`src/rtl/apb_ram_pkg.sv`:
```
// Shared types and helpers for the wait-state APB RAM completer.
package apb_ram_pkg;

    typedef enum logic [1:0] {
        StInit,
        StIdle,
        StWait,
        StDone
    } state_e;

    // Captured error cause; kept distinct so coverage can tell the two apart.
    typedef enum logic [1:0] {
        ErrNone,
        ErrMisalign,
        ErrRange
    } err_e;

    function automatic int unsigned lane_bits(int unsigned data_width);
        return $clog2(data_width / 8);
    endfunction

endpackage

```
`src/rtl/apb_ram_mem.sv`:
```
// Word array with one synchronous byte-masked write port and an asynchronous read port.
module apb_ram_mem #(
    parameter int unsigned DATA_WIDTH = 32,
    parameter int unsigned DEPTH      = 64,
    localparam int unsigned IdxW      = (DEPTH > 1) ? $clog2(DEPTH) : 1
) (
    input  logic                    clk_i,
    input  logic                    we_i,
    input  logic [IdxW-1:0]         waddr_i,
    input  logic [DATA_WIDTH-1:0]   wdata_i,
    input  logic [DATA_WIDTH/8-1:0] wstrb_i,
    input  logic [IdxW-1:0]         raddr_i,
    output logic [DATA_WIDTH-1:0]   rdata_o
);

    logic [DATA_WIDTH-1:0] mem_q [DEPTH];

    always_ff @(posedge clk_i) begin
        if (we_i) begin
            for (int i = 0; i < DATA_WIDTH / 8; i++) begin
                if (wstrb_i[i]) begin
                    mem_q[waddr_i][8*i +: 8] <= wdata_i[8*i +: 8];
                end
            end
        end
    end

    assign rdata_o = mem_q[raddr_i];

endmodule

```
`src/rtl/apb_ram_ws.sv`:
```
// APB4 completer RAM with byte strobes, fixed wait states, error checks and a post-reset clear sweep.
module apb_ram_ws
    import apb_ram_pkg::*;
#(
    parameter int unsigned ADDR_WIDTH     = 32,
    parameter int unsigned DATA_WIDTH     = 32,
    parameter int unsigned DEPTH          = 64,
    parameter int unsigned WAIT_STATES    = 0,
    parameter int unsigned CLEAR_ON_RESET = 1
) (
    input  logic                    PCLK,
    input  logic                    PRESET,
    input  logic [ADDR_WIDTH-1:0]   PADDR,
    input  logic                    PSEL,
    input  logic                    PENABLE,
    input  logic                    PWRITE,
    input  logic [DATA_WIDTH-1:0]   PWDATA,
    input  logic [DATA_WIDTH/8-1:0] PSTRB,
    output logic [DATA_WIDTH-1:0]   PRDATA,
    output logic                    PREADY,
    output logic                    PSLVERR,
    output logic                    init_busy
);

    localparam int unsigned Lanes    = DATA_WIDTH / 8;
    localparam int unsigned LaneBits = lane_bits(DATA_WIDTH);
    localparam int unsigned IdxW     = (DEPTH > 1) ? $clog2(DEPTH) : 1;
    localparam logic [ADDR_WIDTH-1:0] AlignMask = ADDR_WIDTH'((64'd1 << LaneBits) - 64'd1);
    localparam logic [ADDR_WIDTH-1:0] DepthA    = ADDR_WIDTH'(DEPTH);
    localparam logic [IdxW-1:0]       LastIdx   = IdxW'(DEPTH - 1);
    localparam logic [3:0]            WaitLoad  = 4'(WAIT_STATES);
    localparam state_e ResetState = (CLEAR_ON_RESET != 0) ? StInit : StIdle;

    state_e                state_q, state_d;
    logic [IdxW-1:0]       cnt_q, cnt_d;
    logic [3:0]            wait_q, wait_d;
    logic                  pend_q, pend_d;
    logic                  pready_q, pready_d;
    logic [IdxW-1:0]       idx_q, idx_d;
    logic                  write_q, write_d;
    logic [DATA_WIDTH-1:0] wdata_q, wdata_d;
    logic [Lanes-1:0]      strb_q, strb_d;
    err_e                  cause_q, cause_d;

    logic                  setup, access;
    logic [ADDR_WIDTH-1:0] word_addr;
    err_e                  cause_in;

    logic                  mem_we;
    logic [IdxW-1:0]       mem_waddr;
    logic [DATA_WIDTH-1:0] mem_wdata, mem_rdata;
    logic [Lanes-1:0]      mem_wstrb;

    assign setup     = PSEL & ~PENABLE;
    assign access    = PSEL & PENABLE;
    assign word_addr = PADDR >> LaneBits;

    always_comb begin
        cause_in = ErrNone;
        if ((PADDR & AlignMask) != '0) begin
            cause_in = ErrMisalign;
        end else if (word_addr >= DepthA) begin
            cause_in = ErrRange;
        end
    end

    always_comb begin
        state_d   = state_q;
        cnt_d     = cnt_q;
        wait_d    = wait_q;
        pend_d    = pend_q;
        pready_d  = 1'b0;
        idx_d     = idx_q;
        write_d   = write_q;
        wdata_d   = wdata_q;
        strb_d    = strb_q;
        cause_d   = cause_q;
        mem_we    = 1'b0;
        mem_waddr = idx_q;
        mem_wdata = wdata_q;
        mem_wstrb = strb_q;

        if ((state_q == StInit || state_q == StIdle) && setup) begin
            idx_d   = IdxW'(word_addr);
            write_d = PWRITE;
            wdata_d = PWDATA;
            strb_d  = PSTRB;
            cause_d = cause_in;
        end

        unique case (state_q)
            StInit: begin
                mem_we    = 1'b1;
                mem_waddr = cnt_q;
                mem_wdata = '0;
                mem_wstrb = '1;
                // A setup arriving mid-sweep is remembered and started once IDLE is reached.
                if (setup) pend_d = 1'b1;
                if (cnt_q == LastIdx) begin
                    state_d = StIdle;
                end else begin
                    cnt_d = cnt_q + 1'b1;
                end
            end
            StIdle: begin
                if (pend_q || setup) begin
                    pend_d = 1'b0;
                    if (WaitLoad == 4'd0) begin
                        state_d  = StDone;
                        pready_d = 1'b1;
                    end else begin
                        wait_d  = WaitLoad;
                        state_d = StWait;
                    end
                end
            end
            StWait: begin
                if (!PSEL) begin
                    state_d = StIdle;
                end else if (PENABLE) begin
                    wait_d = wait_q - 1'b1;
                    if (wait_q == 4'd1) begin
                        state_d  = StDone;
                        pready_d = 1'b1;
                    end
                end
            end
            StDone: begin
                state_d = StIdle;
                if (access && write_q && cause_q == ErrNone) mem_we = 1'b1;
            end
            default: state_d = ResetState;
        endcase

        if (PRESET) mem_we = 1'b0;
    end

    always_ff @(posedge PCLK) begin
        if (PRESET) begin
            state_q  <= ResetState;
            cnt_q    <= '0;
            wait_q   <= '0;
            pend_q   <= 1'b0;
            pready_q <= 1'b0;
            idx_q    <= '0;
            write_q  <= 1'b0;
            wdata_q  <= '0;
            strb_q   <= '0;
            cause_q  <= ErrNone;
        end else begin
            state_q  <= state_d;
            cnt_q    <= cnt_d;
            wait_q   <= wait_d;
            pend_q   <= pend_d;
            pready_q <= pready_d;
            idx_q    <= idx_d;
            write_q  <= write_d;
            wdata_q  <= wdata_d;
            strb_q   <= strb_d;
            cause_q  <= cause_d;
        end
    end

    apb_ram_mem #(
        .DATA_WIDTH(DATA_WIDTH),
        .DEPTH     (DEPTH)
    ) u_mem (
        .clk_i  (PCLK),
        .we_i   (mem_we),
        .waddr_i(mem_waddr),
        .wdata_i(mem_wdata),
        .wstrb_i(mem_wstrb),
        .raddr_i(idx_q),
        .rdata_o(mem_rdata)
    );

    assign init_busy = (state_q == StInit);
    assign PREADY    = pready_q;
    assign PSLVERR   = pready_q & (cause_q != ErrNone);
    assign PRDATA    = (pready_q && !write_q && cause_q == ErrNone) ? mem_rdata : '0;

endmodule
```
`config.mk`:
```
export PLATFORM = sky130hd
export DESIGN_NAME = apb_ram_ws
export DESIGN_NICKNAME = d
export VERILOG_FILES = /design/src/rtl/apb_ram_pkg.sv /design/src/rtl/apb_ram_mem.sv /design/src/rtl/apb_ram_ws.sv
export SDC_FILE = /design/constraint.sdc
export NUM_CORES = 2
export LEC_CHECK = 0
export ABC_AREA = 1
export BUFFER_PORTS_ARGS = -buffer_cell sky130_fd_sc_hd__buf_4
export CORE_MARGIN = 10
export CORE_UTILIZATION = 30
export DETAILED_ROUTE_END_ITERATION = 6
export SYNTH_ARGS = -nofsm -noshare
export SYNTH_HDL_FRONTEND = slang
export SYNTH_SLANG_ARGS = --single-unit
```
`constraint.sdc`:
```
create_clock -name PCLK -period 4.1 [get_ports PCLK]
set_input_delay 0.615 -clock PCLK [delete_from_list [all_inputs] [get_ports PCLK]]
set_output_delay 0.615 -clock PCLK [all_outputs]
set_load 0.01 [all_outputs]
```
# ---- Yosys cells after proc, flatten, opt, wreduce, memory -nomap -nowiden
# Memory sizes are Yosys's and may differ from the RTL's. A register that Yosys moved wholly into a read port is not among the register bits.
# Cells that the tools add are included.
dict set report totals {
  ff_bits 59
  ramBits 2048
  input_bits 73
  output_inout_bits 35
  word_cells 83
  memories 1
}
dict set report classes {
  n_addsub 2
  n_lt_le_gt_ge 1
  n_eq_ne 10
  muxes 37
  n_bitwise 5
  reduce_logical 17
}
# name depth word_bits rd rd_ports_with_merged_regs write_ports line
set mem_list {}
lappend mem_list {u_mem.mem_q 64 32 1 1 1 apb_ram_mem.sv:16} ;# logic [DATA_WIDTH-1:0] mem_q [DEPTH];
# op n
set ops {}
lappend ops {{32-bit 2-to-1 mux} 2}
lappend ops {{32-bit nonzero test} 1}
lappend ops {{30-bit by 7-bit >= comparator with 1-bit output (second input constant)} 1}
lappend ops {{1-bit 2-to-1 mux} 20}
lappend ops {{6-bit 2-to-1 mux} 3}
lappend ops {{2-bit 2-to-1 mux} 7}
lappend ops {{2-bit one-hot mux with 4 select lines} 1}
lappend ops {{6-bit by 1-bit adder with 6-bit output (second input constant)} 1}
lappend ops {{6-bit equality test (second input constant)} 1}
lappend ops {{2-bit by 1-bit inequality test with 1-bit output (second input constant)} 3}
lappend ops {{3-bit inequality test (second input constant)} 2}
lappend ops {{1-bit one-hot mux with 2 select lines} 3}
lappend ops {{3-bit AND reduction} 2}
lappend ops {{1-bit logical AND} 5}
lappend ops {{2-bit equality test (second input constant)} 2}
lappend ops {{4-bit by 1-bit equality test with 1-bit output (second input constant)} 1}
lappend ops {{2-bit zero test} 2}
lappend ops {{4-bit 2-to-1 mux} 1}
lappend ops {{4-bit AND reduction} 1}
lappend ops {{2-bit nonzero test} 2}
lappend ops {{4-bit by 1-bit subtractor with 4-bit output (second input constant)} 1}
lappend ops {{1-bit AND} 3}
lappend ops {{2-bit by 1-bit equality test with 1-bit output (second input constant)} 1}
lappend ops {{1-bit logical OR} 2}
lappend ops {{other kinds (3)} 4}

# ---- Longest topological paths before layout
dict set report depth {
  ltp_word 8
  ltp_mapped 14
  ltp_nobuf 11
}

# ---- Hierarchy
# A second synthesis with hierarchy kept.
dict set report unflattened {
  cells_unflattened 7475
  area_unflattened_um2 86153.9
}
# module instances cells_each area_per_inst_um2 seq_area_each_um2
set by_module_without_submodules {}
lappend by_module_without_submodules {apb_ram_mem 1 7021 83161.0 61499.0}
lappend by_module_without_submodules {apb_ram_ws 1 454 2992.9 1181.1}

# ---- Least setup slack after synthesis
# No wires, ideal clock.
dict set report synth_timing {
  kind {register -> register}
  start {register state_q[0]}
  end {memory u_mem.mem_q[0][10], data pin}
  setup_time_ps 502
  t_arrival_ps 2784
  required_time_ps 3598
  path_slack_ps 814
  path_stages_with_launch 7
  path_buffers 3
  synth_period_minus_slack_ps 3286
  cell_sequence {dfxtp_1 -> inv_1 -> ha_1 -> buf_6 -> buf_2 -> clkbuf_1 -> nor2_1}
}
dict set report synth_via {
  elab_chain_cells 2
}
# item line
set synth_rtl {}
lappend synth_rtl {{start: declaration} apb_ram_ws.sv:34} ;# state_e state_q, state_d;
lappend synth_rtl {{start signal: assignment} apb_ram_ws.sv:140} ;# state_q <= ResetState;
lappend synth_rtl {{start signal: assignment} apb_ram_ws.sv:151} ;# state_q <= state_d;
lappend synth_rtl {{2-bit zero test} n/a}
lappend synth_rtl {{net init_busy} apb_ram_ws.sv:22} ;# output logic init_busy
lappend synth_rtl {{32-bit 2-to-1 mux} apb_ram_ws.sv:91} ;# unique case (state_q)
lappend synth_rtl {{net mem_wdata[10]} apb_ram_ws.sv:51} ;# logic [DATA_WIDTH-1:0] mem_wdata, mem_rdata;
lappend synth_rtl {{end: declaration} apb_ram_mem.sv:16}
# The timed path passes the listed nets, and every way through them passes these cells.

==> summary.md <==
| Metric | Value |
|---|---|
| Worst max-slew margin expressed relative to the limit | 26.08% |
| Number of rows created at floorplan | 196 |
| Power density relative to cell area | approximately 560 nW/um^2 |
| Number of I/O pins | 108 |
| Final WL | 264.4 mm |
| Buffers added on ports | about 110 |
| Max IR drop VDD | roughly 560 uV |
| Clock root buffer | sky130_fd_sc_hd__clkbuf_16 |
| Arrival time of data at the critical path endpoint | approximately 3.5 ns |
| Maximum number of pins on one net before global-route repair | 137 |
| Overall die area | 308,200 sq um |
| Hold Crit Start | PWDATA[21] |
| Largest family of logic cells by synthesized area | simple AND/OR/NAND/NOR gates |
| Clock sink total | 2,113 |
| Worst hold path stage count | 3 |
| Total global-route track usage | 16.32% |
| Number of antenna violations at the first check in global routing | 11 |
| Reported leakage power | 36.17 nW |
| Via count of the first global-routing pass | 57,430 |
| Startpoint Class | register |
| Half-perimeter wire length after placement | between 150 and 200 mm |
| Via-to-Cell Ratio | 5.090 |
| Synthesis warning total | 0 |
| Simple-gate portion of the synthesized area | between 20% and 30% |
| Fraction of final layout cells with drive strength greater than 1 | between 10% and 20% |
| Total Nets Final | 7,895 |
| Number of storage elements in the synthesis netlist | 2,113 |
| Net count of the mapped netlist | between 7,000 and 8,000 |
| Initial Utilization | roughly 30% |
| Die width | 555.2 um |
| Maximum buffer depth of the clock tree | 3 |
| Remaining design rule violation count | 0 |
| Crit Reg-Reg Startpoint | state_q[0] |
| Hold Fails Final Rpt | 0 |
| H-tree lvl count | 4 |
| Run status | completed |
| Via count | 59,870 |
| Register clock-pin slew on the reported worst setup and hold paths | 0.06 ns |
| Minimum clock period after layout | 4.063 ns |
| Routability congestion estimate | 0.9012 |
| CP required | 3.48 ns |
| Min-delay worst type | input pin to register |
| Synthesized instance count | ~7,400 |
| Adder and majority gate portion of the synthesized area | less than 1% |
| Number of detailed-route iterations in the first pass | 7 |
| Unrepaired setup endpoints after global routing | true |
| Fin. max-slew vios | 0 |
| First-pass GRT wire length | 382.4 mm |
| Number of distinct library cells after synthesis | 31 |
| Mux share of post-synthesis cell area | 0% |
| CTS tree | done |
| Clk_skew | 0.02932 ns |
| Endpoint of the worst register-to-register path | u_mem.mem_q[21][23] |
| Slew of the pin with the lowest slew margin | around 1.1 ns |
| Signed area change from the synthesized netlist to the final layout | 18.06% |
| Share of the yosys chip area belonging to registers | between 70% and 80% |
| Final critical-path share of the clock period | 99.09% |
| Max Freq | about 0.25 GHz |
| Worst hold slack across all endpoints | 0.06227 ns |
| Path type of the worst setup path | register to output pin |
| Placed inst area | between 90,000 and 100,000 sq um |
| Average cell area after synthesis | 11.54 sq um |
| Depth of the worst register-to-register path | 9 |
| Clock insertion delay at the later pin of the skew report | 0.86 ns |
| Register-to-register setup slack | 0.48 ns |
| Number of buffers created by CTS | 210 |
| Hold worst-path end | wdata_q[21] |
| Routed wirelength normalized by instance count | approximately 22 um |
| Die Height | 555.2 um |
| Peak fanout along the critical path | 8 |
| Count of routing violations after the opening detailed-route iteration | just over 8,000 |
| Final Instance Area | 101,400 sq um |
| Post-synthesis compound-gate area fraction | 1.255% |
| Area of the mapped netlist | around 86,000 sq um |
| Worst setup EP type | output pin |
| Area share of xor/xnor cells in the synthesized design | 0.01019% |
| Final setup vio count | 0 |
| Max-Cap Viols | 0 |
| Residual overflow from global routing | 0 |
| Core area | 285,200 sq um |
| Number of nets still failing antenna checks after routing | 0 |
[sequential cells by signal, summed over array words and instances, names as in the netlist, named ones only]
name         flops
write_q          1
idx_q            6
strb_q           4
pend_q           1
wdata_q         32
cause_q          2
state_q          2
wait_q           4
PREADY           1
cnt_q            6
u_mem.mem_q   2048
[layout by cell type, fill, tap and decap left out, types with 16 or more instances in the layout]
cell type / count
sky130_fd_sc_hd__buf_16: 21
sky130_fd_sc_hd__dlygate4sd3_1: 16
sky130_fd_sc_hd__o22ai_1: 16
sky130_fd_sc_hd__inv_1: 55
sky130_fd_sc_hd__clkinv_1: 71
sky130_fd_sc_hd__nor2_1: 395
sky130_fd_sc_hd__nand3_1: 1760
sky130_fd_sc_hd__clkbuf_1: 41
sky130_fd_sc_hd__clkinv_2: 37
sky130_fd_sc_hd__buf_4: 556
sky130_fd_sc_hd__o21ai_0: 92
sky130_fd_sc_hd__nor2_4: 38
sky130_fd_sc_hd__clkbuf_16: 219
sky130_fd_sc_hd__a21oi_1: 68
sky130_fd_sc_hd__edfxtp_1: 2048
sky130_fd_sc_hd__dfxtp_1: 59
sky130_fd_sc_hd__nand2_1: 2331
sky130_fd_sc_hd__buf_12: 36
[cell usage after synthesis]
cell                        instances  area share, %
sky130_fd_sc_hd__o21ai_0           93           0.54
sky130_fd_sc_hd__o21ai_1            3          0.017
sky130_fd_sc_hd__o21ai_2            3          0.031
sky130_fd_sc_hd__a21oi_1           75           0.44
sky130_fd_sc_hd__or2_0              1         0.0073
sky130_fd_sc_hd__nor2_2            12          0.087
sky130_fd_sc_hd__buf_2            262            1.5
sky130_fd_sc_hd__nor3b_1            1         0.0087
sky130_fd_sc_hd__o211ai_2           4          0.058
sky130_fd_sc_hd__a31oi_1            3          0.022
sky130_fd_sc_hd__nor4_1             7          0.051
sky130_fd_sc_hd__nand2_1         2334             10
sky130_fd_sc_hd__clkbuf_1         135           0.59
sky130_fd_sc_hd__buf_6              3          0.039
sky130_fd_sc_hd__nor3_1             7          0.041
sky130_fd_sc_hd__nor2_1           436            1.9
sky130_fd_sc_hd__dfxtp_1           65            1.5
sky130_fd_sc_hd__ha_1               7           0.10
sky130_fd_sc_hd__inv_4              1         0.0073
sky130_fd_sc_hd__buf_4             22           0.19
sky130_fd_sc_hd__xnor2_1            1          0.010
sky130_fd_sc_hd__a2111oi_0          1          0.010
sky130_fd_sc_hd__inv_1             58           0.25
sky130_fd_sc_hd__or2_2              1         0.0073
sky130_fd_sc_hd__edfxtp_1        2048             72
sky130_fd_sc_hd__inv_2              3          0.013
sky130_fd_sc_hd__nand3_1         1767             10
sky130_fd_sc_hd__nand4_1            2          0.015
sky130_fd_sc_hd__o22ai_1           19           0.14
sky130_fd_sc_hd__clkinv_1           1         0.0044
sky130_fd_sc_hd__buf_1             70           0.31
[worst max-delay path: stages, from the launching register on]
cell	delay [ns]
sky130_fd_sc_hd__dfxtp_4	0.41
sky130_fd_sc_hd__buf_12	0.20
sky130_fd_sc_hd__inv_16	0.13
sky130_fd_sc_hd__buf_4	0.17
sky130_fd_sc_hd__buf_4	0.15
sky130_fd_sc_hd__nand2_1	0.05
sky130_fd_sc_hd__nand3_1	0.10
sky130_fd_sc_hd__nand3_1	0.14
sky130_fd_sc_hd__nand2_1	0.11
sky130_fd_sc_hd__nand2_1	0.05
sky130_fd_sc_hd__nand2_1	0.10
sky130_fd_sc_hd__nand2_1	0.06
sky130_fd_sc_hd__nand3_2	0.15
sky130_fd_sc_hd__nand2_2	0.13
sky130_fd_sc_hd__nor2_4	0.32
sky130_fd_sc_hd__buf_4	0.18
sky130_fd_sc_hd__buf_4	0.12
[worst max path at each step]
| stage | endpoint | cells after the start | slack, ns | startpoint |
|---|---|---|---|---|
| final | PRDATA[16] | 16 | 0.04 | register |
| after global routing | PRDATA[15] | 10 | -0.06 | register |
| after CTS | PRDATA[13] | 10 | -0.02 | register |
| after detailed placement | PRDATA[18] | 13 | 0.19 | register |
| after global placement | PRDATA[18] | 13 | 0.18 | register |
| after floorplan | u_mem.mem_q[0][10] | 6 | 0.81 | state_q[0] |
[stage by stage]
step / worst slack (ns) / total power, mW / instances / TNS (ns) / utilization, %
after floorplan: 0.8139 / 32.66 / 7445 / 0 / -
after global routing: -0.05759 / 58.66 / 11760 / -0.2732 / 35.56
after CTS: -0.02004 / 56.54 / 11750 / -0.03065 / 35.49
final: 0.03715 / 56.59 / 11760 / 0 / 35.57
after detailed placement: 0.1891 / 37.90 / 11320 / 0 / 32.92
after global placement: 0.1757 / 37.80 / 11320 / 0 / 32.92
[area by class of cell]
class	count	area, sq um
Tap cell	3762	4707
Clock inverter	134	1005
Fill cell	27480	183800
Clock buffer	255	5509
Multi-Input combinational cell	4777	21050
Sequential cell	2113	62820
Timing Repair Buffer	647	6001
Antenna cell	9	22.52
Timing Repair inverter	3	33.78
Inverter	63	290.3
[power breakdown]
group / total [mW] / switching [mW] / internal, mW
clock network: 18.4 / 8.09 / 10.3
registers: 25.2 / 0.239 / 25.0
logic: 12.9 / 9.60 / 3.34
total: 56.6 / 17.9 / 38.7
[routing by layer]
| metal | routed length, um | GRT usage [%] | vias up |
|---|---|---|---|
| met4 | 13930 | 8.329 | 0 |
| li1 | - | - | 26940 |
| met3 | 24910 | 3.223 | 559 |
| met1 | 106300 | 21.77 | 29260 |
| met2 | 119300 | 25.28 | 3109 |
| met5 | 0 | 0 | - |
[kinds of logic (layout without fill, tap and decap cells)]
| family | after synthesis | in the layout |
|---|---|---|
| AOI/OAI and AO/OA | 201 | 201 |
| xor gates and xnor gates | 1 | 1 |
| adders and majority gates | 7 | 7 |
| buffers and inverters | 555 | 1102 |
| DFF | 2113 | 2113 |
| other | 0 | 9 |
| and+or+nand+nor | 4568 | 4568 |
[repair_timing]
item                                   CTS  global route
pin swaps                                2             3
setup endpoints to repair               31            24
setup buffers                            8             1
gates cloned                            12             5
resized for setup                       59            21
hold buffers                            16             0
endpoints found under the hold margin   21             0
No activity file was read; power rests on OpenSTA's default activity.
